## src/rtl/lowpass_v2_if.sv

```systemverilog
// Sample-stream bundle for lowpass_v2: input sample, coefficient and filtered output.
interface lowpass_v2_if #(
    parameter int WIDTH       = 16,
    parameter int alpha_WIDTH = 32
);
    logic signed [WIDTH-1:0]       data_i;
    logic        [alpha_WIDTH-1:0] alpha_i;
    logic signed [WIDTH-1:0]       data_o;

    // Source side: drives samples and coefficient, observes the filtered output.
    modport master (
        output data_i,
        output alpha_i,
        input  data_o
    );

    // Filter side.
    modport slave (
        input  data_i,
        input  alpha_i,
        output data_o
    );
endinterface

```

## src/rtl/lowpass_v2.sv

```systemverilog
// First-order IIR low-pass (exponential moving average) with a runtime
// fractional coefficient alpha_i / 2^alpha_WIDTH. One sample per clock,
// one cycle of latency, output rounded to nearest and clamped at +max.
module lowpass_v2 #(
    parameter int WIDTH       = 16,
    parameter int alpha_WIDTH = 32
) (
    input  logic         clk,
    input  logic         reset,
    lowpass_v2_if.slave  bus
);
    localparam int AW = alpha_WIDTH;
    localparam int SW = WIDTH + AW;       // state width, AW fractional bits
    localparam int RW = SW + 1;           // room for the rounding carry
    localparam int PW = SW + AW + 2;      // full-precision product width

    localparam logic [RW-1:0]   ROUND_HALF = RW'(1) << (AW - 1);
    localparam logic [WIDTH-1:0] OUT_MAX   = {1'b0, {(WIDTH-1){1'b1}}};

    logic signed [SW-1:0]    r_acc;
    logic signed [SW-1:0]    w_data_fx;
    logic signed [PW-1:0]    w_diff;
    logic signed [PW-1:0]    w_alpha;
    logic signed [PW-1:0]    w_prod;
    logic signed [SW-1:0]    w_step;
    logic        [RW-1:0]    w_round_sum;
    logic                    w_round_ovf;

    // Update term: alpha * (x - A), floored back to the state's fixed-point grid.
    always_comb begin
        w_data_fx = {bus.data_i, {AW{1'b0}}};
        // Both operands are extended to the full product width so the
        // multiply is exact; alpha is zero-extended because it is unsigned.
        w_diff    = PW'(w_data_fx) - PW'(r_acc);
        w_alpha   = PW'({1'b0, bus.alpha_i});
        w_prod    = w_diff * w_alpha;
        // The arithmetic shift floors; the result always fits the state
        // because the new state is a convex mix of old state and input.
        w_step    = SW'(w_prod >>> AW);
    end

    // State register: A moves a fraction alpha of the way toward the input.
    always_ff @(posedge clk) begin
        // NOTE: reset is synchronous here, so it sits inside the clocked
        // branch and is absent from the sensitivity list.
        if (!reset) begin
            r_acc <= '0;
        end else begin
            r_acc <= r_acc + w_step;
        end
    end

    // Output: round A to nearest (halves toward +inf), clamp at the positive limit.
    always_comb begin
        w_round_sum = RW'(r_acc) + ROUND_HALF;
        // A carry into the sign bit means the rounded value passed +max.
        w_round_ovf = ~w_round_sum[RW-1] & w_round_sum[RW-2];
        if (w_round_ovf) begin
            bus.data_o = OUT_MAX;
        end else begin
            bus.data_o = WIDTH'(w_round_sum >>> AW);
        end
    end
endmodule

```

## src/flat_wrapper.sv

```systemverilog
// flat-port wrapper written by rule: the top's interface ports become plain ports
module lowpass_v2_flat 
#(
    parameter int WIDTH       = 16,
    parameter int alpha_WIDTH = 32
)
  (clk, reset, bus_data_i, bus_alpha_i, bus_data_o);
  lowpass_v2_if #(.WIDTH(WIDTH), .alpha_WIDTH(alpha_WIDTH)) bus_i ();
  input  logic clk;
  input  logic reset;
  input wire logic [$bits(bus_i.data_i)-1:0] bus_data_i;
  input wire logic [$bits(bus_i.alpha_i)-1:0] bus_alpha_i;
  output wire logic [$bits(bus_i.data_o)-1:0] bus_data_o;
  assign bus_i.data_i = bus_data_i;
  assign bus_i.alpha_i = bus_alpha_i;
  assign bus_data_o = bus_i.data_o;
  lowpass_v2 #(.WIDTH(WIDTH), .alpha_WIDTH(alpha_WIDTH)) u_core (.clk(clk), .reset(reset), .bus(bus_i));
endmodule
```

## config.mk

```make
export PLATFORM = sky130hd
export DESIGN_NAME = lowpass_v2_flat
export DESIGN_NICKNAME = d
export VERILOG_FILES = /design/src/rtl/lowpass_v2_if.sv /design/src/rtl/lowpass_v2.sv /design/src/flat_wrapper.sv
export SDC_FILE = /design/constraint.sdc
export NUM_CORES = 2
export LEC_CHECK = 0
export CORE_MARGIN = 2
export CORE_UTILIZATION = 60
export CTS_CLUSTER_DIAMETER = 120
export DETAILED_ROUTE_END_ITERATION = 8
export DONT_BUFFER_PORTS = 1
export PLACE_DENSITY = 0.74
export SETUP_SLACK_MARGIN = 0.15
export SLEW_MARGIN = 20
export SYNTH_ARGS = -nofsm -noshare
export SYNTH_HDL_FRONTEND = slang
export SYNTH_SLANG_ARGS = --single-unit
```

## constraint.sdc

```tcl
create_clock -name clk -period 17.29 [get_ports clk]
set_input_delay 1.729 -clock clk [delete_from_list [all_inputs] [get_ports clk]]
set_output_delay 1.729 -clock clk [all_outputs]
set_load 0.05 [all_outputs]
```

Word level (Yosys, flattened, before mapping)
Index checks and enable logic that the tools add are counted.

Register bits after elaboration: 48. Input bits: 50. Output and inout bits: 16. Word-level logic and storage cells: 8.

Add/sub/neg operators: 3. Multiply operators: 1. Mux-type cells: 1. Bitwise operators: 2.

Operators with widths (number): 82-bit by 33-bit multiplier with 80-bit output (1); 48-bit by 33-bit adder with 49-bit output (second input constant) (1); 48-bit by 48-bit subtractor with 49-bit output (1); 48-bit adder (1); 16-bit 2-to-1 mux (1); 1-bit AND (1); 1-bit inverter (1).

Logic depth before layout (Yosys ltp)
Depth after elaboration: 4. Mapped depth: 50. Mapped depth without buffers: 47.

Worst setup path before layout
Ideal clock, no wire load.

Path kind: input to register. Start point: in bus_data_i[5]. End point: reg u_core.r_acc[47]. Setup time: 0.122 ns. Arrival: 12.360 ns. Data required time: 17.168 ns. Path slack: 4.807 ns. Stages: 40. Buffers on the path: 2. Cells stage by stage: ha_1 > clkbuf_1 > a21oi_1 > o21ai_0 > a31oi_1 > o31ai_2 > o21ai_2 > o211ai_2 > nand2_1 > clkbuf_1 > nand2_1 > fa_1 > inv_1 > fa_1 > inv_1 > fa_1 > inv_1 > fa_1 > [4 not listed] > fa_1 > fa_1 > ha_1 > nand4_1 > or3_1 > or3_1 > o21ai_0 > or3b_2 > a211oi_1 > ha_1 > a21o_1 > a21o_1 > a21oi_1 > o21ai_0 > a21oi_1 > o21ai_0 > nand2_1 > mux2i_1.

Cells in the longest elaborated chain, start to end: 3.

Ends and longest elaborated chain: from (decl) (line flat_wrapper.sv:11) `input wire logic [$bits(bus_i.data_i)-1:0] bus_data_i;`; 48-bit by 48-bit subtractor with 49-bit output (line lowpass_v2.sv:34) `w_diff = PW'(w_data_fx) - PW'(r_acc);`; 82-bit by 33-bit multiplier with 80-bit output (line lowpass_v2.sv:36) `w_prod = w_diff * w_alpha;`; 48-bit adder (line lowpass_v2.sv:49) `r_acc <= r_acc + w_step;`; to (signal assigned) (line lowpass_v2.sv:49); to (decl) (line lowpass_v2.sv:20) `logic signed [SW-1:0] r_acc;`.

Every way passes these cells. A chain may end at the register's enable or synchronous reset.

Worst setup path in the final report
Start point: reg u_core.r_acc[1]. End point: reg u_core.r_acc[47].

Cells in the longest elaborated chain, start to end: 3.

Ends and longest elaborated chain (line): 48-bit by 48-bit subtractor with 49-bit output (lowpass_v2.sv:34); 82-bit by 33-bit multiplier with 80-bit output (lowpass_v2.sv:36); 48-bit adder (*) (lowpass_v2.sv:49).

Every way passes the cells marked *; elsewhere a longest branch is shown, timed or not.

==> results.toml <==
[placement]
numPortBuffers = 0
dp_slack_ps = 3216
hpwlAfterDp_um = 117900
gp_congestion = 0.9339
placed_area_um2 = 58620

[critical_path]
crit_fanout = 32
cpPeakStageDelay_ps = 710
crit_top_cell = "fa_1"
required_ps = 17490
arrival_ps = 14190
reg2reg_slack_ps = 3300
critPathLaunchType = "flip-flop"
crit_path_end_kind = "flip-flop"
worstSetupPathType = "flip-flop to flip-flop"
rr_startpoint = "u_core.r_acc[1]$_SDFF_PN0_"
r2r-end = "u_core.r_acc[47]$_SDFF_PN0_"
slowest_stage = "a31oi_1"
r2r_cells = 44

[yosys]
synth_seq_area_share_pct = 1.668
synth_top_area_share_pct = 54.39
synth_top_cell_by_area = "fa_1"
ys_async_sr_fraction_pct = 0
yosysMostFrequentCell = "fa_1"
ys.flop_type = "dfxtp_1"
synth_commonest_cells = "fa_1 (1565), inv_1 (1551), and2_1 (870)"
ys_ff_latch = 48
synth_area_um2 = 57610
yosysWarnings = 0
synthTopCellsByArea = "fa_1 (54%), inv_1 (10%), and2_1 (9.4%)"
synth_cell_types = 83
synth_fp_nets = 8275
synth_edf_count = 0
avgSynthCellArea_um2 = 9.044
netlist_instances = 6370

[timing]
hold_ws_ps = 794.1
timing.fmax_mhz = 71.49
rsz0062_at_grt = "false"
finalMaxSlewViolations = 0
fin_tns_setup_ps = 0
tightest_slew_ps = 925.0
fin_ws_ps = 3301
slew_headroom_pct = 38.05
finClkSkew_ps = 3.465
final-hold-violation-count = 0
finalSetupViolCount = 0
min_period_ps = 13990
post-route-period-util_pct = 80.91

[final_layout]
syn_to_final_growth_pct = 2.029
final_area_um2 = 58780
layout-drive-gt1-share_pct = 2.231
largest_reg_flops = 48
largest-register = "u_core.r_acc"
final.fill_count = 7969
fin_nets = 7999
top_regs = "u_core.r_acc x48"

[drt]
drt_wl_total_um = 146800
wl_per_cell_um = 19.94
wl_met1_um = 55190
top_layer = "met4"
drt_iter0_drc = 2644
drc = 0
wl_met3_um = 10080
ant_nets = 0
vias = 41740
met2WireLength_um = 76100
drt_pass1_iterations = 6
vias_per_cell = 5.670

[clock_tree]
h-tree-depth = 2
clk_pin_slew_ps = 70
numCtsBuffers = 5
post_cts_buffers = 0
cts_root_buf = "clkbuf_16"
cts_tree = "built"
ctsResizeCount = 0
clock_latency_ps = 310
clock_sinks = 48
postCtsHoldBufs = 0
cts_buffer_depth = 2

[min_path]
hp-start = "u_core.r_acc[1]$_SDFF_PN0_"
hp-class = "flip-flop to flip-flop"
min_path_cells = 2
holdPathEnd = "u_core.r_acc[1]$_SDFF_PN0_"

[global_routing]
grt_pass1_vias = 46900
grt_antenna_before_repair = 6
grt_pass1_wl_um = 245800
grtUsageTotal_pct = 31.68
grt_max_degree = 56
overflow = 0

[job]
maxCapViolations = 0

[status]
status = "completed"

[die]
die_area_um2 = 98510
die_y_um = 313.9
rows = 113
ioPinCount = 66
initial_core_util_pct = 60.63
coreArea_um2 = 95010
die_x_um = 313.9
-- cells by family (layout without fill, tap and decap cells) --
kind of cell             after synthesis  after routing  share of synthesized area [%]
AND/OR/NAND/NOR                     1985           1985                          17.79
buffers and inverters               1884           1609                          12.33
adder cells (fa/ha/maj)             1855           1855                          60.68
AO/OA/AOI/OAI                        420            420                          4.770
XOR/XNOR                             171            171                          2.626
flip-flops                            48             48                          1.668
multiplexers                           7              7                         0.1260
other                                  0              2                              0
-- worst max path at each step --
stage / start / to / slack [ps]
finish: u_core.r_acc[1]$_SDFF_PN0_ / u_core.r_acc[47]$_SDFF_PN0_ / 3300
global route: u_core.r_acc[1]$_SDFF_PN0_ / u_core.r_acc[46]$_SDFF_PN0_ / 2640
CTS: bus_data_i[5] / u_core.r_acc[47]$_SDFF_PN0_ / 3500
detailed placement: bus_data_i[5] / u_core.r_acc[47]$_SDFF_PN0_ / 3220
global placement: bus_data_i[5] / u_core.r_acc[47]$_SDFF_PN0_ / 3370
floorplan: bus_data_i[5] / u_core.r_acc[47]$_SDFF_PN0_ / 4810
-- placed cells by master (no fill, tap or decap), types with 7 or more instances in the layout --
cell type | netlist | layout
fa_1 | 1565 | 1565
inv_1 | 1551 | 1551
and2_1 | 870 | 870
nand2_1 | 805 | 805
ha_1 | 290 | 290
a21oi_1 | 120 | 120
xnor2_1 | 116 | 88
o21ai_0 | 84 | 84
nor2_1 | 69 | 69
a21o_1 | 68 | 68
buf_4 | 0 | 50
dfxtp_1 | 48 | 48
nor2b_1 | 40 | 40
nand3_1 | 38 | 38
xor2_1 | 53 | 38
nand4_1 | 28 | 28
xnor2_2 | 1 | 28
nor3_1 | 25 | 25
nand2b_1 | 25 | 25
a31oi_1 | 21 | 21
and3_1 | 21 | 21
o21a_1 | 18 | 18
a211oi_1 | 18 | 18
o21bai_1 | 17 | 17
xor2_2 | 1 | 16
or3_1 | 15 | 15
o211ai_1 | 12 | 12
nor4_1 | 7 | 7
a31o_2 | 7 | 7
a21boi_0 | 7 | 7
-- final cells by class --
class                           instances  area, um2  share of cell area [%]
Sequential cell                        48      960.9                   1.635
Timing Repair Buffer                   50      375.4                  0.6386
Inverter                             1551       5822                   9.905
Tap cell                             1265       1583                   2.693
Clock inverter                          2      10.01                 0.01703
Antenna cell                            2      5.005                0.008515
Clock buffer                            6      138.9                  0.2363
Multi-Input combinational cell       4438      49880                   84.87
-- critical path, delay by kind of cell (launching register included) --
kind                     cells  cell delay [ps]
buffers and inverters        6              690
XOR/XNOR                     2              410
AO/OA/AOI/OAI               15             4390
multiplexers                 1               60
AND/OR/NAND/NOR              9             2920
adder cells (fa/ha/maj)     11             4980
flip-flops                   1              360
-- routing by layer --
| metal | global-route usage (%) | up-vias |
|---|---|---|
| met1 | 39.90 | 21880 |
| met3 | 4.123 | 402 |
| li1 | - | 17820 |
| met2 | 56.54 | 1642 |
| met5 | 0 | - |
| met4 | 10.57 | 0 |
-- per-stage QoR --
| step | utilization, % | cells |
|---|---|---|
| detailed placement | 61.70 | 7352 |
| global route | 61.86 | 7360 |
| global placement | 61.69 | 7352 |
| floorplan | - | 6370 |
| finish | 61.86 | 7362 |
| CTS | 61.86 | 7360 |
Power is left out: the tool's default activity adds up to more than one toggle a clock period on the data nets, which glitch-free logic cannot reach.
